[src/rtl/rs232_rx_axis.sv]
// RS-232 receiver with an AXI-stream output FIFO and RTSn flow control.
// The line is synchronized, framed by a half/full-bit baud counter and an
// FSM, and good characters are pushed into a first-word-fall-through FIFO.
// Optional build macro: RS232_RX_MAJORITY_EN -- each bit is the 2-of-3
// majority of the samples around the bit centre; push and flags then land
// exactly one clock later than with the single centre sample.
module rs232_rx_axis #(
  parameter real CLOCK_FREQ   = 133000000.0,
  parameter real BAUD_RATE    = 115200.0,
  parameter int  DATA_BITS    = 8,
  parameter int  PARITY       = 0,
  parameter int  BUFFER_LOG2  = 4,
  parameter int  AFULL_MARGIN = 4
) (
  input  logic                 clock,
  input  logic                 resetn,
  input  logic                 rxd_pin,
  output logic                 rtsn_pin,
  output logic [DATA_BITS-1:0] odata,
  output logic                 ovalid,
  input  logic                 oready,
  output logic                 overflow,
  output logic                 frame_err,
  output logic                 parity_err
);

  localparam int DEPTH     = 1 << BUFFER_LOG2;
  localparam int PTR_W     = BUFFER_LOG2;
  localparam int BAUD_FULL = int'(CLOCK_FREQ / BAUD_RATE);
  localparam int BAUD_HALF = BAUD_FULL / 2;
  localparam int CNT_W     = $clog2(BAUD_FULL + 1);
`ifdef RS232_RX_MAJORITY_EN
  // One extra clock so the decision is taken at centre+1.
  localparam int HOLD      = BAUD_HALF;
`else
  localparam int HOLD      = BAUD_HALF - 1;
`endif

  typedef enum logic [2:0] {
    S_IDLE, S_START, S_DATA, S_PARITY, S_STOP, S_BREAK
  } state_t;

  state_t               state;
  logic [CNT_W-1:0]     cnt;
  logic [3:0]           bit_idx;
  logic [DATA_BITS-1:0] shreg;
  logic                 par_bit;
  logic                 rx_meta, rx_sync;
  logic                 tick;
  logic                 bit_val;
  logic                 par_ok;
  logic                 is_break;
  logic                 push_req;

  logic [DATA_BITS-1:0] mem [DEPTH];
  logic [PTR_W-1:0]     wr_ptr, rd_ptr;
  logic [PTR_W:0]       count;
  logic [PTR_W:0]       free_slots;
  logic                 full;
  logic                 push, pop;

  // Two-flop synchronizer for the asynchronous line; idles at mark (1).
  // NOTE: sequential state uses non-blocking assignments so every flop
  // samples the pre-edge value of its neighbours.
  always_ff @(posedge clock or negedge resetn) begin
    if (!resetn) begin
      rx_meta <= 1'b1;
      rx_sync <= 1'b1;
    end else begin
      rx_meta <= rxd_pin;
      rx_sync <= rx_meta;
    end
  end

`ifdef RS232_RX_MAJORITY_EN
  logic rx_d1, rx_d2;

  // Keep the two previous synchronized samples for the 2-of-3 vote.
  always_ff @(posedge clock or negedge resetn) begin
    if (!resetn) begin
      rx_d1 <= 1'b1;
      rx_d2 <= 1'b1;
    end else begin
      rx_d1 <= rx_sync;
      rx_d2 <= rx_d1;
    end
  end

  assign bit_val = (rx_sync & rx_d1) | (rx_sync & rx_d2) | (rx_d1 & rx_d2);
`else
  assign bit_val = rx_sync;
`endif

  assign tick = (cnt == '0);

  // Break = all data and parity bits low followed by a low stop bit.
  assign is_break = (shreg == '0) && ((PARITY == 0) || !par_bit);

  // Decide whether the completed character is good and should be pushed.
  // NOTE: every signal of a combinational block gets a default first, so
  // no path can leave it unassigned and infer a latch.
  always_comb begin
    par_ok   = 1'b1;
    push_req = 1'b0;
    if (PARITY == 1) par_ok = ^{shreg, par_bit};
    if (PARITY == 2) par_ok = ~^{shreg, par_bit};
    if (state == S_STOP && tick && bit_val && par_ok) push_req = 1'b1;
  end

  // Framing FSM with baud counter, error pulses and RTSn flow control.
  always_ff @(posedge clock or negedge resetn) begin
    if (!resetn) begin
      state      <= S_IDLE;
      cnt        <= CNT_W'(HOLD);
      bit_idx    <= '0;
      frame_err  <= 1'b0;
      parity_err <= 1'b0;
      rtsn_pin   <= 1'b0;
    end else begin
      frame_err  <= 1'b0;
      parity_err <= 1'b0;

      if (state == S_IDLE || state == S_BREAK) cnt <= CNT_W'(HOLD);
      else if (tick)                           cnt <= CNT_W'(BAUD_FULL - 1);
      else                                     cnt <= cnt - 1'b1;

      case (state)
        S_IDLE: begin
          rtsn_pin <= (free_slots <= (PTR_W+1)'(AFULL_MARGIN));
          bit_idx  <= '0;
          if (!rx_sync) state <= S_START;
        end
        S_START: begin
          if (tick) state <= bit_val ? S_IDLE : S_DATA;
        end
        S_DATA: begin
          if (tick) begin
            bit_idx <= bit_idx + 4'd1;
            if (bit_idx == 4'(DATA_BITS - 1))
              state <= (PARITY != 0) ? S_PARITY : S_STOP;
          end
        end
        S_PARITY: begin
          if (tick) state <= S_STOP;
        end
        S_STOP: begin
          if (tick) begin
            if (!par_ok) parity_err <= 1'b1;
            if (bit_val) begin
              state <= S_IDLE;
            end else begin
              frame_err <= 1'b1;
              state     <= is_break ? S_BREAK : S_IDLE;
            end
          end
        end
        S_BREAK: begin
          if (rx_sync) state <= S_IDLE;
        end
        default: state <= S_IDLE;
      endcase
    end
  end

  // Character data path: LSB arrives first, so shift in from the top.
  // NOTE: the shift register and FIFO storage carry no reset; their contents
  // are only observed once qualified by the FSM or by ovalid.
  always_ff @(posedge clock) begin
    if (state == S_DATA && tick)   shreg   <= {bit_val, shreg[DATA_BITS-1:1]};
    if (state == S_PARITY && tick) par_bit <= bit_val;
  end

  assign full       = (count == (PTR_W+1)'(DEPTH));
  assign free_slots = (PTR_W+1)'(DEPTH) - count;
  assign ovalid     = (count != '0);
  assign odata      = mem[rd_ptr];
  assign pop        = ovalid && oready;
  // A full FIFO still accepts a push when the same cycle pops.
  assign push       = push_req && (!full || pop);

  // FIFO storage write port.
  always_ff @(posedge clock) begin
    if (push) mem[wr_ptr] <= shreg;
  end

  // FIFO pointers, occupancy and sticky overflow.
  always_ff @(posedge clock or negedge resetn) begin
    if (!resetn) begin
      wr_ptr   <= '0;
      rd_ptr   <= '0;
      count    <= '0;
      overflow <= 1'b0;
    end else begin
      if (push) wr_ptr <= wr_ptr + 1'b1;
      if (pop)  rd_ptr <= rd_ptr + 1'b1;
      case ({push, pop})
        2'b10:   count <= count + 1'b1;
        2'b01:   count <= count - 1'b1;
        default: count <= count;
      endcase
      if (push_req && !push) overflow <= 1'b1;
    end
  end

endmodule

[config.mk]
export PLATFORM = sky130hd
export DESIGN_NAME = rs232_rx_axis
export DESIGN_NICKNAME = d
export VERILOG_FILES = /design/src/rtl/rs232_rx_axis.sv
export SDC_FILE = /design/constraint.sdc
export NUM_CORES = 1
export LEC_CHECK = 0
export CORE_ASPECT_RATIO = 1.5
export CORE_UTILIZATION = 45
export DETAILED_ROUTE_END_ITERATION = 12
export PLACE_DENSITY = 0.61
export SLEW_MARGIN = 20
export SYNTH_ARGS = -nofsm -noshare
export SYNTH_HDL_FRONTEND = slang
export SYNTH_SLANG_ARGS = --single-unit
[constraint.sdc]
create_clock -name clock -period 3.4 [get_ports clock]
set_input_delay 0.68 -clock clock [delete_from_list [all_inputs] [get_ports clock]]
set_output_delay 0.68 -clock clock [all_outputs]
set_load 0.03 [all_outputs]
==> key figures, run 1 <==
Power
  – Sequential share of power: 43.0%
  – Power share of the clock group: 31.7%
  – Ratio of total power to cell area: 678 nW/µm²
  – Internal power: 4.07 mW
  – Static leakage: 2.86 nW
  – Combinational Power Share: 25.3%
  – IR drop worst, VDD: 0.412 mV
  – Switching power total: 1.57 mW
  – Switching Share: 27.8%

Final layout
  – Layout Area Growth over Synthesis: 15.7%
  – Footprint of the flip-flops and latches: 4990 µm²
  – Commonest cells after routing, fill and taps aside: sky130_fd_sc_hd__edfxtp_1 (136), sky130_fd_sc_hd__mux4_2 (40), sky130_fd_sc_hd__dfrtp_1 (31)
  – Layout filler cell count: 1231
  – Leading cell type in the layout, fill and taps excluded: sky130_fd_sc_hd__edfxtp_1
  – Total Nets Final: 458
  – Area occupied by multi-input gates: 2110 µm²
  – Antenna diode instance count: 0
  – Non-filler instance count after layout: 656
  – Proportion of layout cells with a drive suffix above 1: 24.9%

GRT
  – Total GRT Usage: 18.7%
  – Global-route track usage on met2: 34.6%
  – Antenna violations before repair: 0
  – Global-route track usage on met3: 3.29%
  – Global Route met1 Usage: 22.3%
  – Global route total overflow: 0
  – GRT Max-Usage Layer: met2
  – First-pass GRT wire length: 22200 µm
  – Vias in the first global route: 3855
  – Pin count of the biggest net entering global routing: 37

STA
  – Final clock period utilization by the worst path: 94.9%
  – RSZ-0062 raised after global routing: no
  – Hold violation count in the final report: 0
  – Slew Limit Headroom: 44.6%
  – Peak clock frequency supported by timing: 310 MHz
  – Final Critical Period: 3.23 ns
  – Worst Tran Pin Value: 0.831 ns
  – Post-Route Setup TNS: 0 ns
  – Max Clock Skew: 0.00793 ns
  – Final max-slew violation count: 0
  – Setup-violating endpoint count in the final report: 0

Worst setup path
  – Worst R2R Setup Slack: 0.44 ns
  – Worst reg2reg path depth: 10
  – Data arrival time of the critical path: 2.55 ns
  – Startpoint class of the critical path: register
  – Crit end category: primary output
  – Setup CP Type: register to primary output
  – Bufs and invs on worst path: 2
  – Endpoint of the worst-slack reg-to-reg timing path: count[4]
  – Crit Path Max Fanout: 14
  – Most numerous cell on the critical path: sky130_fd_sc_hd__mux4_2
  – Cell with the largest stage delay on the worst path: sky130_fd_sc_hd__mux4_2
  – Data required time at the worst endpoint: 2.72 ns
  – Series of cell instances along the critical path: buf_12, mux4_2, mux4_2, dlygate4sd2_1
  – Crit-path max cell delay: 0.54 ns
  – Reg2reg start: cnt[0]
  – Cell family with most CP delay: multiplexers

Synthesis
  – Synth Instances: 403
  – Top flip-flop cell by instance count after synthesis: sky130_fd_sc_hd__edfxtp_1
  – Count of different cell masters after synthesis: 52
  – Mean cell area of the mapped netlist: 17.8 µm²
  – Number of flops mapped to enable cells by yosys: 136
  – Asr flop ratio synth: 20.9%
  – Synthesis-stage register bit count: 172
  – Post-synth design cell area: 7190 µm²
  – Yosys synthesis warning count: 0
  – Post-Synthesis Net Count: 421
  – Register area share after synthesis: 69.4%

Routing
  – Number of detailed-routing iterations run before antenna repair: 5
  – Remaining design rule violation count: 0
  – Number of nets with antenna violations after routing: 0
  – First DRT Iteration DRCs: 210
  – Wirelength per Cell: 21.5 µm
  – Sum of routed wire length over all layers: 14100 µm
  – Number of vias per cell after detailed routing: 5.61
  – Via count of the routed design: 3680

Clocking
  – Clock Latency Late Sink: 0.41 ns
  – Clock transition at path regs: 0.07 ns
  – Sinks on Clock Net: 172
  – Number of buffers created by CTS: 17
  – Clock tree buffer depth: 2
  – CTS HTree Levels: 4
  – Clock tree root buffer cell: sky130_fd_sc_hd__clkbuf_16
  – CTS tree: done
  – Post-CTS Repair Setup Buffers: 0

Die
  – Placeable Area: 15600 µm²
  – Io pins: 17
  – Starting utilization of the core area: 46.0%
  – Die Outline Area: 16500 µm²
  – Die outline height: 157 µm
  – Die X: 105 µm
  – Site Rows: 56

Job
  – Number of violations of the max-capacitance limit: 0

Min path
  – Worst min-delay path class: input pin to async pin

Placed design
  – Global placement routability congestion: 0.743
  – Half-perimeter wire length after placement: 9510 µm
  – Count of buffers from port buffering: 15
  – Total placed cells including tap cells: 624

Run status
  – Run status: completed
[power by group through the flow]
| stage | Sequential [mW] | Combinational [mW] | Clock (mW) |
|---|---|---|---|
| 2_1_floorplan | 2.38 | 1.14 | 0 |
| 3_3_place_gp | 2.46 | 1.51 | 0 |
| 3_5_place_dp | 2.47 | 1.54 | 0 |
| 4_1_cts | 2.43 | 1.47 | 1.82 |
| 5_1_grt | 2.43 | 1.55 | 1.89 |
| 6_report | 2.42 | 1.43 | 1.79 |
[sequential cells by signal (all words and copies together) (netlist names), 3 cells and up]
name	cells
state	3
shreg	8
bit_idx	4
mem	128
rd_ptr	4
count	5
cnt	11
wr_ptr	4
[cells by family (layout without fill, tap and decap cells)]
logic type / count (synthesis) / in the layout / synth area share [%]
flops: 172 / 172 / 69.4
simple gates: 91 / 91 / 8.23
mux: 46 / 46 / 13.4
compound gates: 35 / 35 / 2.89
buf+inv: 29 / 79 / 1.65
xor+xnor: 15 / 15 / 1.83
fa+ha+maj: 14 / 14 / 2.54
other cells: 1 / 1 / 0.0522
[synthesized netlist by cell type (2+ instances only)]
cell,instances,area (µm²)
sky130_fd_sc_hd__edfxtp_1,136,4080
sky130_fd_sc_hd__mux2_2,3,33.8
sky130_fd_sc_hd__xnor2_1,12,105
sky130_fd_sc_hd__or4_1,3,22.5
sky130_fd_sc_hd__dfstp_2,4,105
sky130_fd_sc_hd__nor2b_1,3,18.8
sky130_fd_sc_hd__nand2_1,12,45.0
sky130_fd_sc_hd__nor3_1,5,25.0
sky130_fd_sc_hd__a211oi_1,2,15.0
sky130_fd_sc_hd__nand3_1,9,45.0
sky130_fd_sc_hd__o211ai_1,2,15.0
sky130_fd_sc_hd__nor4_1,4,25.0
sky130_fd_sc_hd__xor2_1,3,26.3
sky130_fd_sc_hd__nor3b_1,4,30.0
sky130_fd_sc_hd__o21ai_0,11,55.1
sky130_fd_sc_hd__mux4_2,40,901
sky130_fd_sc_hd__a21oi_1,13,65.1
sky130_fd_sc_hd__nor2_1,11,41.3
sky130_fd_sc_hd__clkbuf_1,13,48.8
sky130_fd_sc_hd__and2_1,6,37.5
sky130_fd_sc_hd__buf_2,5,25.0
sky130_fd_sc_hd__or2_2,3,18.8
sky130_fd_sc_hd__inv_1,9,33.8
sky130_fd_sc_hd__nor4b_1,5,43.8
sky130_fd_sc_hd__nand3b_1,2,15.0
sky130_fd_sc_hd__dfrtp_1,32,801
sky130_fd_sc_hd__and4_1,4,35.0
sky130_fd_sc_hd__mux2i_1,3,30.0
sky130_fd_sc_hd__or3_1,3,18.8
sky130_fd_sc_hd__nand4_1,3,18.8
sky130_fd_sc_hd__ha_1,13,163
sky130_fd_sc_hd__and4b_1,5,50.1
[layout make-up]
type	instances	area share, %
Inverter	9	0.406
Clock buffer	18	5.16
Sequential cell	172	60.0
Multi-Input combinational cell	202	25.3
Clock inverter	14	1.43
Tap cell	203	3.05
Timing Repair Buffer	38	4.60
[worst register-to-register path: stages, from the launching register on]
cell and delay, ns:
sky130_fd_sc_hd__dfrtp_1 0.40, sky130_fd_sc_hd__inv_1 0.09, sky130_fd_sc_hd__ha_1 0.15, sky130_fd_sc_hd__or4b_1 0.63, sky130_fd_sc_hd__nor4_4 0.39, sky130_fd_sc_hd__nor2_1 0.17, sky130_fd_sc_hd__ha_1 0.36, sky130_fd_sc_hd__a21oi_1 0.10
sky130_fd_sc_hd__a211o_1 0.29, sky130_fd_sc_hd__mux2i_1 0.17, sky130_fd_sc_hd__xnor2_1 0.14
[layer usage]
metal | wire length [µm] | vias to the layer above
li1 | - | 1683
met2 | 7850 | 69
met1 | 5650 | 1914
met4 | 166 | 0
met5 | 0 | -
met3 | 421 | 14
[worst max-delay path by stage]
stage / to / startpoint / cells past startpoint / slack [ns]
after floorplan: mem[2][0] / cnt[0] / 7 / 0.39
after global placement: odata[0] / rd_ptr[0] / 4 / 0.36
after detailed placement: odata[0] / rd_ptr[0] / 4 / 0.35
after CTS: odata[0] / rd_ptr[0] / 4 / 0.14
after global routing: odata[0] / rd_ptr[0] / 4 / 0.1
final: odata[0] / rd_ptr[0] / 4 / 0.17
[metrics by stage]
step / hold slack (ns) / setup WS [ns] / utilization, % / power (mW) / instance area [µm²]
2_1_floorplan: 0.345 / 0.392 / - / 3.52 / 7190
3_3_place_gp: 0.350 / 0.360 / 49.8 / 3.98 / 7780
3_5_place_dp: 0.348 / 0.347 / 49.8 / 4.01 / 7780
4_1_cts: 0.366 / 0.139 / 53.2 / 5.72 / 8320
5_1_grt: 0.368 / 0.0983 / 53.2 / 5.88 / 8320
6_report: 0.357 / 0.172 / 53.2 / 5.64 / 8320
[what timing repair did]
item / CTS / global route
hold buffers: 0 / 0
gates resized for setup: 8 / 0
setup endpoints to repair: 8 / 0
No activity file was read; power rests on OpenSTA's default activity.
==> inputs of run 2 (changes only) <==
CORE_UTILIZATION = 60   (was 45)
PLACE_DENSITY = 0.78   (was 0.61)
==> key figures, run 2 (synthesis gave the netlist of run 1 again) <==
Routing
  – Remaining design rule violation count: 0 (unchanged)
  – First DRT Iteration DRCs: 279 (+33%)
  – Wirelength per Cell: 24.3 µm (+13%)
  – Number of vias per cell after detailed routing: 6.40 (+14%)
  – Number of detailed-routing iterations run before antenna repair: 4 (-1)
  – Number of nets with antenna violations after routing: 0 (unchanged)
  – Sum of routed wire length over all layers: 14400 µm (+2.5%)
  – Via count of the routed design: 3803 (+3.3%)

Clocking
  – Clock tree root buffer cell: sky130_fd_sc_hd__clkbuf_16
  – Clock tree buffer depth: 2 (unchanged)
  – CTS HTree Levels: 4 (unchanged)
  – Clock transition at path regs: 0.07 ns (about the same)
  – Number of buffers created by CTS: 17 (unchanged)
  – CTS tree: done
  – Clock Latency Late Sink: 0.42 ns (about the same)
  – Post-CTS Repair Setup Buffers: 0 (unchanged)
  – Sinks on Clock Net: 172 (unchanged)

Worst setup path
  – Crit-path max cell delay: 0.49 ns (-0.05 ns)
  – Crit end category: primary output
  – Data required time at the worst endpoint: 2.72 ns (about the same)
  – Data arrival time of the critical path: 2.48 ns (-0.07 ns)
  – Series of cell instances along the critical path: buf_4, mux4_2, mux4_2, dlygate4sd2_1
  – Most numerous cell on the critical path: sky130_fd_sc_hd__mux4_2
  – Setup CP Type: register to primary output
  – Cell with the largest stage delay on the worst path: sky130_fd_sc_hd__mux4_2
  – Startpoint class of the critical path: register
  – Crit Path Max Fanout: 27 (+13)

Die
  – Placeable Area: 11600 µm² (-26%)
  – Io pins: 17 (unchanged)
  – Die outline height: 136 µm (-13%)
  – Starting utilization of the core area: 62.0% (+16 points)
  – Die X: 91.4 µm (-13%)
  – Site Rows: 48 (-14%)
  – Die Outline Area: 12400 µm² (-25%)

Power
  – Ratio of total power to cell area: 699 nW/µm² (+3.0%)
  – IR drop worst, VDD: 0.439 mV (+6.5%)
  – Overall power of the completed layout: 5.70 mW (+0.99%)
  – Static leakage: 2.83 nW (-1.1%)

Final layout
  – Area occupied by multi-input gates: 2110 µm² (unchanged)
  – Largest registers: mem x128, cnt x11, shreg x8
  – Layout Area Growth over Synthesis: 13.4%
  – Proportion of layout cells with a drive suffix above 1: 24.1% (-0.85 points)
  – Most flops, register: mem
  – Total Nets Final: 449 (-2.0%)
  – Post-Layout Inst Area: 8150 µm² (-2.0%)
  – Layout filler cell count: 701 (-43%)
  – Number of flip-flops in the largest register: 128 (unchanged)
  – Antenna diode instance count: 0 (unchanged)
  – Footprint of the flip-flops and latches: 4990 µm² (unchanged)
  – Commonest cells after routing, fill and taps aside: sky130_fd_sc_hd__edfxtp_1 (136), sky130_fd_sc_hd__mux4_2 (40), sky130_fd_sc_hd__dfrtp_1 (31)
  – Leading cell type in the layout, fill and taps excluded: sky130_fd_sc_hd__edfxtp_1

STA
  – Final clock period utilization by the worst path: 93.0% (-1.9 points)
  – Max Clock Skew: 0.00903 ns (+0.00109 ns)
  – Peak clock frequency supported by timing: 316 MHz (+2.1%)
  – Least setup slack across all paths after layout: 0.238 ns (+0.0658 ns)
  – RSZ-0062 raised after global routing: no
  – Final Critical Period: 3.16 ns (-0.0658 ns)
  – Worst Tran Pin Value: 0.795 ns (-0.0359 ns)
  – Final max-slew violation count: 0 (unchanged)
  – Hold violation count in the final report: 0 (unchanged)
  – Slew Limit Headroom: 47.0% (+2.4 points)
  – Post-Route Setup TNS: 0 ns (unchanged)
  – Setup-violating endpoint count in the final report: 0 (unchanged)

Placed design
  – Count of buffers from port buffering: 15 (unchanged)
  – Global placement routability congestion: 0.760 (+2.2%)
  – Setup Slack @ Placement: 0.416 ns (+0.0689 ns)
  – Half-perimeter wire length after placement: 9150 µm (-3.8%)
  – Placed Instance Area: 7580 µm² (-2.5%)

GRT
  – Vias in the first global route: 4006 (+3.9%)
  – GRT Max-Usage Layer: met2
  – Global-route track usage on met2: 45.9% (+11 points)
  – Global Route met1 Usage: 28.8% (+6.5 points)
  – First-pass GRT wire length: 22500 µm (+1.6%)
  – Global route total overflow: 0 (unchanged)
  – Antenna violations before repair: 0 (unchanged)
  – Total GRT Usage: 25.7% (+7.0 points)
  – Global-route track usage on met3: 6.82% (+3.5 points)
  – Pin count of the biggest net entering global routing: 37 (unchanged)

Min path
  – Worst min-delay path class: input pin to async pin

Run status
  – Run status: completed

Job
  – Number of violations of the max-capacitance limit: 0 (unchanged)
-- run 2: cell type report --
| class | instances | share of cell area, % |
|---|---|---|
| clock buffer | 17 | 5.22 |
| inverter | 9 | 0.414 |
| multi-input combinational | 202 | 25.8 |
| tap | 150 | 2.30 |
| clock inverter | 15 | 1.73 |
| sequential | 172 | 61.2 |
| timing repair buffer | 29 | 3.28 |
-- run 2: layer usage --
metal	routed length [µm]	up-vias
met5	0	-
met4	353	0
met3	729	34
met2	8210	121
met1	5140	1979
li1	-	1669
-- run 2: metrics by stage --
step	util (%)	cells	hold WS, ns
after floorplan	-	403	0.345
after global placement	65.4	562	0.347
after detailed placement	65.4	562	0.350
after CTS	70.3	594	0.354
after global routing	70.3	594	0.364
final	70.3	594	0.340
-- run 2: timing repair --
item	CTS	global route
gates cloned	0	0
setup endpoints to repair	4	4
hold buffers	0	0
gates resized for setup	4	4
-- run 2: worst paths after layout --
check	from	to	slack, ns	cells after the start
max	rd_ptr[1]	odata[3]	0.24	4
min	resetn	count[2]	0.34	1
max reg2reg	cnt[0]	mem[11][3]	0.42	7
min reg2reg	rx_meta	bit_val	0.36	0
max in group asynchronous	resetn	rd_ptr[0]	2.51	1
min in group clock	rx_meta	bit_val	0.36	0
-- run 2: report_power, final --
part	leakage (nW)	internal (mW)	switching (mW)	total, mW
Sequential	1.67	2.30	0.118	2.42
Combinational	0.896	0.751	0.679	1.43
Clock	0.266	1.02	0.824	1.84
-- run 2: critical path: cells and delay by family, from the launching register on --
family	cells	cell delay [ns]
multiplexers	2	0.90
buffers and inverters	2	0.76
flip-flops	1	0.38
==> inputs of run 3 (changes only) <==
CORE_MARGIN = 4   (was default)
==> key figures, run 3 (synthesis gave the netlist of run 1 again) <==
GRT
  – Pin count of the biggest net entering global routing: 37 (unchanged)
  – First-pass GRT wire length: 22400 µm (-0.52%)
  – Total GRT Usage: 21.7% (-3.9 points)
  – Antenna violations before repair: 0 (unchanged)
  – Global route total overflow: 0 (unchanged)
  – Vias in the first global route: 3909 (-2.4%)

Worst setup path
  – Worst R2R Setup Slack: 0.41 ns (about the same)
  – Reg2reg start: cnt[0]
  – Data arrival time of the critical path: 2.54 ns (+0.06 ns)
  – Startpoint class of the critical path: register
  – Endpoint of the worst-slack reg-to-reg timing path: count[4]
  – Setup CP Type: register to primary output
  – Crit Path Max Fanout: 32 (+19%)
  – Data required time at the worst endpoint: 2.72 ns (about the same)
  – Crit end category: primary output
  – Worst reg2reg path depth: 10 (+3)

Job
  – Number of violations of the max-capacitance limit: 0 (unchanged)

STA
  – Worst Tran Pin Value: 0.803 ns (+0.00776 ns)
  – Hold violation count in the final report: 0 (unchanged)
  – Setup-violating endpoint count in the final report: 0 (unchanged)
  – Post-Route Setup TNS: 0 ns (unchanged)
  – RSZ-0062 raised after global routing: no
  – Final clock period utilization by the worst path: 94.7% (+1.7 points)
  – Max Clock Skew: 0.0113 ns (+0.00227 ns)
  – Slew Limit Headroom: 46.5% (-0.52 points)
  – Final max-slew violation count: 0 (unchanged)
  – Peak clock frequency supported by timing: 311 MHz (-1.8%)
  – Final Critical Period: 3.22 ns (+0.0569 ns)

Clocking
  – Sinks on Clock Net: 172 (unchanged)
  – Clock transition at path regs: 0.06 ns (about the same)
  – Clock tree buffer depth: 2 (unchanged)
  – Clock Latency Late Sink: 0.42 ns (about the same)
  – CTS tree: done
  – Clock tree root buffer cell: sky130_fd_sc_hd__clkbuf_16
  – CTS HTree Levels: 4 (unchanged)
  – Count of hold buffers inserted by post-cts repair: 0 (unchanged)
  – Number of buffers created by CTS: 17 (unchanged)

Placed design
  – Global placement routability congestion: 0.764 (+0.58%)
  – Total placed cells including tap cells: 558 (-0.71%)
  – Count of buffers from port buffering: 15 (unchanged)
  – Half-perimeter wire length after placement: 9140 µm (-0.15%)

Final layout
  – Commonest cells after routing, fill and taps aside: sky130_fd_sc_hd__edfxtp_1 (136), sky130_fd_sc_hd__mux4_2 (40), sky130_fd_sc_hd__dfrtp_1 (31)
  – Proportion of layout cells with a drive suffix above 1: 22.8% (-1.3 points)
  – Largest registers: mem x128, cnt x11, shreg x8
  – Antenna diode instance count: 0 (unchanged)
  – Number of flip-flops in the largest register: 128 (unchanged)
  – Total Nets Final: 445 (-0.89%)
  – Layout Area Growth over Synthesis: 12.7%
  – Layout filler cell count: 749 (+6.8%)
  – Non-filler instance count after layout: 589 (-0.84%)
  – Leading cell type in the layout, fill and taps excluded: sky130_fd_sc_hd__edfxtp_1
  – Most flops, register: mem

Die
  – Starting utilization of the core area: 61.7% (-0.32 points)
  – Placeable Area: 11700 µm² (+0.52%)
  – Die Outline Area: 13800 µm² (+11%)
  – Io pins: 17 (unchanged)
  – Die X: 97.4 µm (+6.6%)
  – Site Rows: 48 (unchanged)
  – Die outline height: 142 µm (+4.4%)

Power
  – Power share of the clock group: 32.1% (-0.3 points)
  – Sequential share of power: 43.4% (+0.9 points)
  – Internal power: 4.04 mW (-0.91%)
  – Static leakage: 2.78 nW (-1.7%)
  – Switching power total: 1.55 mW (-4.5%)
  – Ratio of total power to cell area: 689 nW/µm² (-1.3%)
  – Switching Share: 27.7% (-0.75 points)
  – Overall power of the completed layout: 5.59 mW (-1.9%)
  – Combinational Power Share: 24.5% (-0.6 points)
  – IR drop worst, VDD: 0.528 mV (+20%)

Routing
  – Number of nets with antenna violations after routing: 0 (unchanged)
  – Remaining design rule violation count: 0 (unchanged)
  – Number of vias per cell after detailed routing: 6.29 (-1.7%)
  – First DRT Iteration DRCs: 266 (-4.7%)
  – Via count of the routed design: 3706 (-2.6%)
  – Number of detailed-routing iterations run before antenna repair: 4 (unchanged)
  – Wirelength per Cell: 23.4 µm (-3.8%)
  – Sum of routed wire length over all layers: 13800 µm (-4.6%)

Run status
  – Run status: completed

Min path
  – Worst min-delay path class: input pin to async pin
==> run 3: cell type report <==
class / instances / area, µm² / area share (%)
clock inverters: 13 / 120 / 1.48
flip-flops and latches: 172 / 4990 / 61.6
multi-input cells: 202 / 2110 / 26.0
inverters: 9 / 33.8 / 0.417
well taps: 150 / 188 / 2.32
repair buffers: 25 / 235 / 2.90
clock buffers: 18 / 429 / 5.30
==> run 3: layer usage <==
metal | vias to the layer above | GRT usage (%) | wire, µm
met1 | 1913 | 25.4 | 4990
li1 | 1656 | - | -
met4 | 0 | 7.22 | 196
met5 | - | 0 | 0
met3 | 19 | 4.51 | 701
met2 | 118 | 40.0 | 7880
==> run 3: metrics by stage <==
step                      hold WS (ns)  util, %  worst slack (ns)  area (µm²)
final                            0.346     69.6             0.181        8100
after global routing             0.358     69.6            0.0742        8100
after global placement           0.346     64.9             0.361        7560
after CTS                        0.357     69.6             0.131        8100
after floorplan                  0.345        -             0.392        7190
after detailed placement         0.347     64.9             0.341        7560
==> run 3: worst max-delay path by stage <==
| stage | to | from | cells after the start | slack [ns] |
|---|---|---|---|---|
| detailed placement | odata[3] | rd_ptr[0] | 4 | 0.34 |
| CTS | odata[3] | rd_ptr[0] | 4 | 0.13 |
| finish | odata[3] | rd_ptr[0] | 4 | 0.18 |
| floorplan | mem[2][0] | cnt[0] | 7 | 0.39 |
| global placement | odata[3] | rd_ptr[0] | 4 | 0.36 |
| global route | odata[3] | rd_ptr[0] | 4 | 0.07 |
==> run 3: worst max-delay path, stage by stage (launching register included) <==
cell                            delay (ns)
sky130_fd_sc_hd__dfrtp_2              0.42
sky130_fd_sc_hd__buf_12               0.27
sky130_fd_sc_hd__mux4_2               0.55
sky130_fd_sc_hd__mux4_2               0.47
sky130_fd_sc_hd__dlygate4sd2_1        0.38
==> run 3: repair_timing <==
item                                    CTS  global route
endpoints found under the setup margin    8             0
setup buffers                             0             0
resized for setup                         8             0
==> run 3: power by group through the flow <==
stage                     combinational [mW]  sequential, mW  clock [mW]
after global placement                  1.44            2.46           0
after detailed placement                1.47            2.47           0
final                                   1.37            2.42        1.79
after global routing                    1.47            2.44        1.91
after CTS                               1.40            2.43        1.82
after floorplan                         1.14            2.38           0
